### src/rtl/tmds_channel_decoder.sv
// TMDS receive channel: symbol decode plus word-alignment search/lock FSM.
// Requests single-bit deserializer slips until control-token runs show alignment,
// then holds lock while periodic blanking keeps appearing.
module tmds_channel_decoder #(
  parameter int unsigned SEARCH_WIN = 2048,
  parameter int unsigned LOCK_RUN   = 64,
  parameter int unsigned SLIP_WAIT  = 16,
  parameter int unsigned LOSS_WIN   = 4096
) (
  input  logic       pixclk,
  input  logic       rst,
  input  logic [9:0] tmds_sym,
  output logic       bitslip,
  output logic       locked,
  output logic [3:0] slip_cnt,
  output logic       de,
  output logic [7:0] data_out,
  output logic [1:0] c_out
);

  localparam int unsigned SYM_W  = $clog2(SEARCH_WIN) + 1;
  localparam int unsigned RUN_W  = $clog2(LOCK_RUN) + 1;
  localparam int unsigned WAIT_W = $clog2(SLIP_WAIT) + 1;
  localparam int unsigned LOSS_W = $clog2(LOSS_WIN) + 1;

  localparam logic [1:0] ST_SEARCH    = 2'd0;
  localparam logic [1:0] ST_SLIP_WAIT = 2'd1;
  localparam logic [1:0] ST_LOCKED    = 2'd2;

  logic [1:0]        state,    state_n;
  logic [SYM_W-1:0]  sym_cnt,  sym_cnt_n;
  logic [RUN_W-1:0]  ctrl_run, ctrl_run_n;
  logic [WAIT_W-1:0] wait_cnt, wait_cnt_n;
  logic [LOSS_W-1:0] loss_cnt, loss_cnt_n;
  logic [3:0]        slip_cnt_n;
  logic              bitslip_n;
  logic              locked_n;
  logic              de_n;
  logic [7:0]        data_out_n;
  logic [1:0]        c_out_n;

  logic              is_token;
  logic [1:0]        token;
  logic [7:0]        d_in;
  logic [7:0]        q_dec;
  logic [RUN_W-1:0]  run_inc;
  logic              run_full;
  logic              hold_lock;

  // Control token detection on the raw symbol
  always_comb begin
    is_token = 1'b1;
    token    = 2'b00;
    case (tmds_sym)
      10'b1101010100: token = 2'b00;
      10'b0010101011: token = 2'b01;
      10'b0101010100: token = 2'b10;
      10'b1010101011: token = 2'b11;
      default:        is_token = 1'b0;
    endcase
  end

  // Data symbol decode: undo the optional inversion, then the XOR/XNOR chain
  always_comb begin
    d_in     = tmds_sym[9] ? ~tmds_sym[7:0] : tmds_sym[7:0];
    q_dec    = 8'h00;
    q_dec[0] = d_in[0];
    for (int i = 1; i < 8; i++) begin
      q_dec[i] = tmds_sym[8] ? (d_in[i] ^ d_in[i-1]) : ~(d_in[i] ^ d_in[i-1]);
    end
  end

  // Saturating run length of consecutive control tokens
  always_comb begin
    if (!is_token) begin
      run_inc = '0;
    end else if (ctrl_run == RUN_W'(LOCK_RUN)) begin
      run_inc = ctrl_run;
    end else begin
      run_inc = ctrl_run + RUN_W'(1);
    end
    run_full = (run_inc == RUN_W'(LOCK_RUN));
  end

  // Next-state, counter and output logic; lock beats window expiry in SEARCH
  always_comb begin
    state_n    = state;
    sym_cnt_n  = sym_cnt;
    ctrl_run_n = run_inc;
    wait_cnt_n = wait_cnt;
    loss_cnt_n = loss_cnt;
    slip_cnt_n = slip_cnt;
    bitslip_n  = 1'b0;
    hold_lock  = 1'b0;
    de_n       = 1'b0;
    data_out_n = 8'h00;
    c_out_n    = 2'b00;

    case (state)
      ST_SEARCH: begin
        if (run_full) begin
          state_n    = ST_LOCKED;
          sym_cnt_n  = '0;
          loss_cnt_n = '0;
        end else if (sym_cnt == SYM_W'(SEARCH_WIN - 1)) begin
          state_n    = ST_SLIP_WAIT;
          bitslip_n  = 1'b1;
          slip_cnt_n = (slip_cnt == 4'd9) ? 4'd0 : slip_cnt + 4'd1;
          sym_cnt_n  = '0;
          wait_cnt_n = '0;
          ctrl_run_n = '0;
        end else begin
          sym_cnt_n = sym_cnt + SYM_W'(1);
        end
      end

      ST_SLIP_WAIT: begin
        ctrl_run_n = '0;
        sym_cnt_n  = '0;
        if (wait_cnt == WAIT_W'(SLIP_WAIT - 1)) begin
          state_n    = ST_SEARCH;
          wait_cnt_n = '0;
        end else begin
          wait_cnt_n = wait_cnt + WAIT_W'(1);
        end
      end

      ST_LOCKED: begin
        if (run_full) begin
          loss_cnt_n = '0;
          hold_lock  = 1'b1;
        end else if (loss_cnt == LOSS_W'(LOSS_WIN - 1)) begin
          state_n    = ST_SEARCH;
          ctrl_run_n = '0;
          sym_cnt_n  = '0;
          loss_cnt_n = '0;
        end else begin
          loss_cnt_n = loss_cnt + LOSS_W'(1);
          hold_lock  = 1'b1;
        end
      end

      default: begin
        state_n    = ST_SEARCH;
        ctrl_run_n = '0;
        sym_cnt_n  = '0;
        wait_cnt_n = '0;
        loss_cnt_n = '0;
      end
    endcase

    // Pixel outputs only while the channel stays locked through this symbol
    if (hold_lock) begin
      if (is_token) begin
        c_out_n = token;
      end else begin
        de_n       = 1'b1;
        data_out_n = q_dec;
        c_out_n    = c_out;
      end
    end

    locked_n = (state_n == ST_LOCKED);
  end

  // State, counter and output registers with synchronous reset
  always_ff @(posedge pixclk) begin
    if (rst) begin
      state    <= ST_SEARCH;
      sym_cnt  <= '0;
      ctrl_run <= '0;
      wait_cnt <= '0;
      loss_cnt <= '0;
      slip_cnt <= 4'd0;
      bitslip  <= 1'b0;
      locked   <= 1'b0;
      de       <= 1'b0;
      data_out <= 8'h00;
      c_out    <= 2'b00;
    end else begin
      state    <= state_n;
      sym_cnt  <= sym_cnt_n;
      ctrl_run <= ctrl_run_n;
      wait_cnt <= wait_cnt_n;
      loss_cnt <= loss_cnt_n;
      slip_cnt <= slip_cnt_n;
      bitslip  <= bitslip_n;
      locked   <= locked_n;
      de       <= de_n;
      data_out <= data_out_n;
      c_out    <= c_out_n;
    end
  end

endmodule

### config.mk
export PLATFORM = sky130hd
export DESIGN_NAME = tmds_channel_decoder
export DESIGN_NICKNAME = d
export VERILOG_FILES = /design/src/rtl/tmds_channel_decoder.sv
export SDC_FILE = /design/constraint.sdc
export NUM_CORES = 1
export LEC_CHECK = 0
export BUFFER_PORTS_ARGS = -buffer_cell sky130_fd_sc_hd__buf_2
export CAP_MARGIN = 0
export CELL_PAD_IN_SITES_DETAIL_PLACEMENT = 1
export CELL_PAD_IN_SITES_GLOBAL_PLACEMENT = 1
export CORE_MARGIN = 2
export CORE_UTILIZATION = 45
export DETAILED_ROUTE_END_ITERATION = 8
export PLACE_DENSITY = 0.84
export SLEW_MARGIN = 20
export SYNTH_ARGS = -nofsm -noshare
export SYNTH_HDL_FRONTEND = slang
export SYNTH_SLANG_ARGS = --single-unit
### constraint.sdc
create_clock -name pixclk -period 2.7 [get_ports pixclk]
set_input_delay 0.405 -clock pixclk [delete_from_list [all_inputs] [get_ports pixclk]]
set_output_delay 0.405 -clock pixclk [all_outputs]
set_load 0.01 [all_outputs]
==> flow_metrics.py <==
metrics = {
    "run_status": {
        "run_status": "complete, no violations",
    },
    "worst_setup_path": {
        "crit_arrival_ps": 2810,
        "critPathRequiredTime_ps": 2940,
        "r2r_cells": 8,
        "rrSetupSlack_ps": 130,
        "cp-start-kind": "flip-flop",
        "endpoint": "loss_cnt[10]$_SDFFE_PP0P_",
        "startpoint": "ctrl_run[0]$_SDFF_PP0_",
        "critPathCaptureType": "flip-flop",
        "r2r_start": "ctrl_run[0]$_SDFF_PP0_",
        "rr_endpoint": "loss_cnt[10]$_SDFFE_PP0P_",
        "critPathKind": "reg -> reg",
        "cp_max_fo": 15,
    },
    "route": {
        "ant_nets": 0,
        "dr.pass1.iters": 4,
        "wl_per_cell_um": 16.8,
        "routed_wl_um": 7580,
        "num_vias": 2702,
        "first_iter_violations": 133,
        "drc_errors": 0,
        "vias_per_cell": 5.98,
    },
    "logic_synthesis": {
        "netlist_area_um2": 3040,
        "ys_warn_count": 0,
        "synth_nets": 359,
        "ys_seq_elements": 56,
        "yosysUniqueCellTypes": 74,
        "synth-edff-count": 0,
        "synthCells": 342,
        "ys.flop_type": "dfxtp_1",
        "avgSynthCellArea_um2": 8.88,
        "synth-async-reset-ratio_pct": 0,
        "ys_seq_area_share_pct": 36.9,
    },
    "job": {
        "max_cap_viol_count": 0,
    },
    "floorplan": {
        "rows": 29,
        "io_pins": 29,
        "die_area_um2": 7420,
        "core_um2": 6420,
        "die_w_um": 86.1,
        "die_h_um": 86.1,
        "initial_core_util_pct": 47.3,
    },
    "place": {
        "pre_cts_ws_ps": 97.3,
        "portBuffers": 28,
        "globalplace.congestion": 0.770,
        "dp.cells": 442,
        "dp_hpwl_um": 5610,
    },
    "pwr": {
        "p_seq_share_pct": 61.0,
        "p_leak_nw": 1.24,
        "vdd_drop_max_mv": 0.225,
        "p_comb_share_pct": 6.7,
        "p_int_w": 0.00105,
        "power_w": 0.00139,
        "pwr-share-clk_pct": 32.4,
        "power.switching_w": 0.000337,
        "p_sw_share_pct": 24.2,
        "power_density_nw_per_um2": 415,
    },
    "layout": {
        "layout_common_cells": "56 x dfxtp_1, 32 x nor2_1, 28 x buf_2",
        "final_common_cell": "dfxtp_1",
        "stdcell_count": 452,
        "drive_above_1_share_pct": 20.3,
        "antenna_cells": 0,
        "fin_nets": 392,
        "finish.utilization_pct": 52.2,
        "syn_to_final_growth_pct": 10.3,
    },
    "clock_tree": {
        "htree_num_levels": 2,
        "clock-sinks": 56,
        "cts-root-buf": "clkbuf_8",
        "cts_tree": "done",
        "clk_pin_slew_ps": 100,
        "numCtsBuffers": 5,
        "clock_path_buffers": 2,
        "clk_latency_ps": 320,
    },
    "timing": {
        "setup_slack_ps": 135,
        "layout_min_cycle_time_ps": 2570,
        "final-hold-violation-count": 0,
        "finalCritPeriodShare_pct": 95.0,
        "slew_violations": 0,
        "fin_skew_ps": 13.4,
        "max_freq_ghz": 0.390,
        "max-slew-margin-rel_pct": 53.8,
        "tightest_slew_ps": 687,
        "setup-violations-final": 0,
    },
    "hold_path": {
        "min_path_type": "in -> reg",
    },
    "global_route": {
        "grt_max_degree": 25,
        "grt_pass1_vias": 2776,
        "track_usage_pct": 21.3,
        "antenna_found_initial": 0,
        "grt_overflow": 0,
        "grt_pass1_wl_um": 12800,
    },
}
==> flip-flops by register name, indices dropped and copies added, names as in the netlist <==
register and count:
slip_cnt 4, c_out 2, locked 1, state 2
de 1, wait_cnt 5, sym_cnt 12, ctrl_run 7
data_out 8, loss_cnt 13, bitslip 1
==> per-stage QoR <==
stage	TNS [ps]	instance area [µm²]	hold slack [ps]
after global placement	0	3230	459
after global routing	-55.1	3350	392
after floorplan	0	3040	447
after CTS	0	3320	371
final	0	3350	369
after detailed placement	0	3230	470
==> cell type report <==
cell class	instances	area, µm²
Fill cell	785	3070
Tap cell	77	96.3
Timing Repair Buffer	37	208
Inverter	12	45.0
Sequential cell	56	1120
Multi-Input combinational cell	263	1800
Clock inverter	2	12.5
Clock buffer	5	68.8
==> worst min-delay path by stage <==
stage,startpoint,to,slack [ps],depth (start not counted)
4_1_cts,tmds_sym[9],data_out[0]$_SDFF_PP0_,370,3
6_report,tmds_sym[9],data_out[0]$_SDFF_PP0_,370,3
5_1_grt,tmds_sym[7],data_out[7]$_SDFF_PP0_,390,3
2_1_floorplan,loss_cnt[12]$_SDFFE_PP0P_,loss_cnt[12]$_SDFFE_PP0P_,450,2
3_5_place_dp,wait_cnt[4]$_SDFFE_PP0P_,wait_cnt[4]$_SDFFE_PP0P_,470,1
3_3_place_gp,wait_cnt[4]$_SDFFE_PP0P_,wait_cnt[4]$_SDFFE_PP0P_,460,1
==> synth_stat cells, types with 4 or more instances <==
library cell | n | area, µm²
a221o_1 | 4 | 40.0
or3_1 | 14 | 87.6
nor2_1 | 32 | 120
nand2b_1 | 6 | 37.5
ha_1 | 5 | 62.6
nand3_1 | 20 | 100
a21oi_1 | 20 | 100
xnor2_1 | 14 | 123
nand4_1 | 4 | 25.0
nor3_1 | 9 | 45.0
a31oi_1 | 7 | 43.8
xor2_1 | 6 | 52.6
o21ai_0 | 18 | 90.1
inv_1 | 11 | 41.3
and3_1 | 7 | 43.8
dfxtp_1 | 56 | 1120
nand2_1 | 18 | 67.6
nor3b_1 | 4 | 30.0
clkbuf_1 | 4 | 15.0
nor2b_1 | 5 | 31.3
==> routing by layer <==
metal  vias to the layer above  global-route usage, %  part of all wire (%)  wire, µm
li1                       1327                      -                     -         -
met1                      1328                   26.8                    46      3450
met2                        34                   35.9                    50      3810
met3                        13                   3.56                   2.3       172
met4                         0                   8.51                   1.8       140
met5                         -                      0                     0         0
==> critical path: stages (launching register included) <==
cell      delay, ps
dfxtp_1         380
inv_1           120
ha_1            210
and3b_1         200
a2111o_1        470
a22oi_4         250
a31oi_4         220
or4_4           520
a31oi_2         120
==> what timing repair did <==
item | in CTS | in global routing
setup buffers | 0 | 3
gates resized for setup | 0 | 2
endpoints found under the setup margin | 0 | 3
hold buffers | 0 | 0
==> power groups by stage <==
stage / combinational, W / sequential [W] / clock [W]
finish: 0.0000926 / 0.000848 / 0.000450
detailed placement: 0.0000924 / 0.000867 / 0
CTS: 0.0000930 / 0.000848 / 0.000462
global route: 0.000102 / 0.000850 / 0.000490
global placement: 0.0000895 / 0.000866 / 0
floorplan: 0.0000682 / 0.000863 / 0
==> logic make-up after synthesis <==
kind of cell | synth area share (%)
flip-flops | 36.9
adder cells (fa/ha/maj) | 2.06
XOR/XNOR | 5.77
multiplexers | 1.03
AO/OA/AOI/OAI | 21.8
buffers and inverters | 4.20
AND/OR/NAND/NOR | 28.2
(Power assumes the default switching activity.)
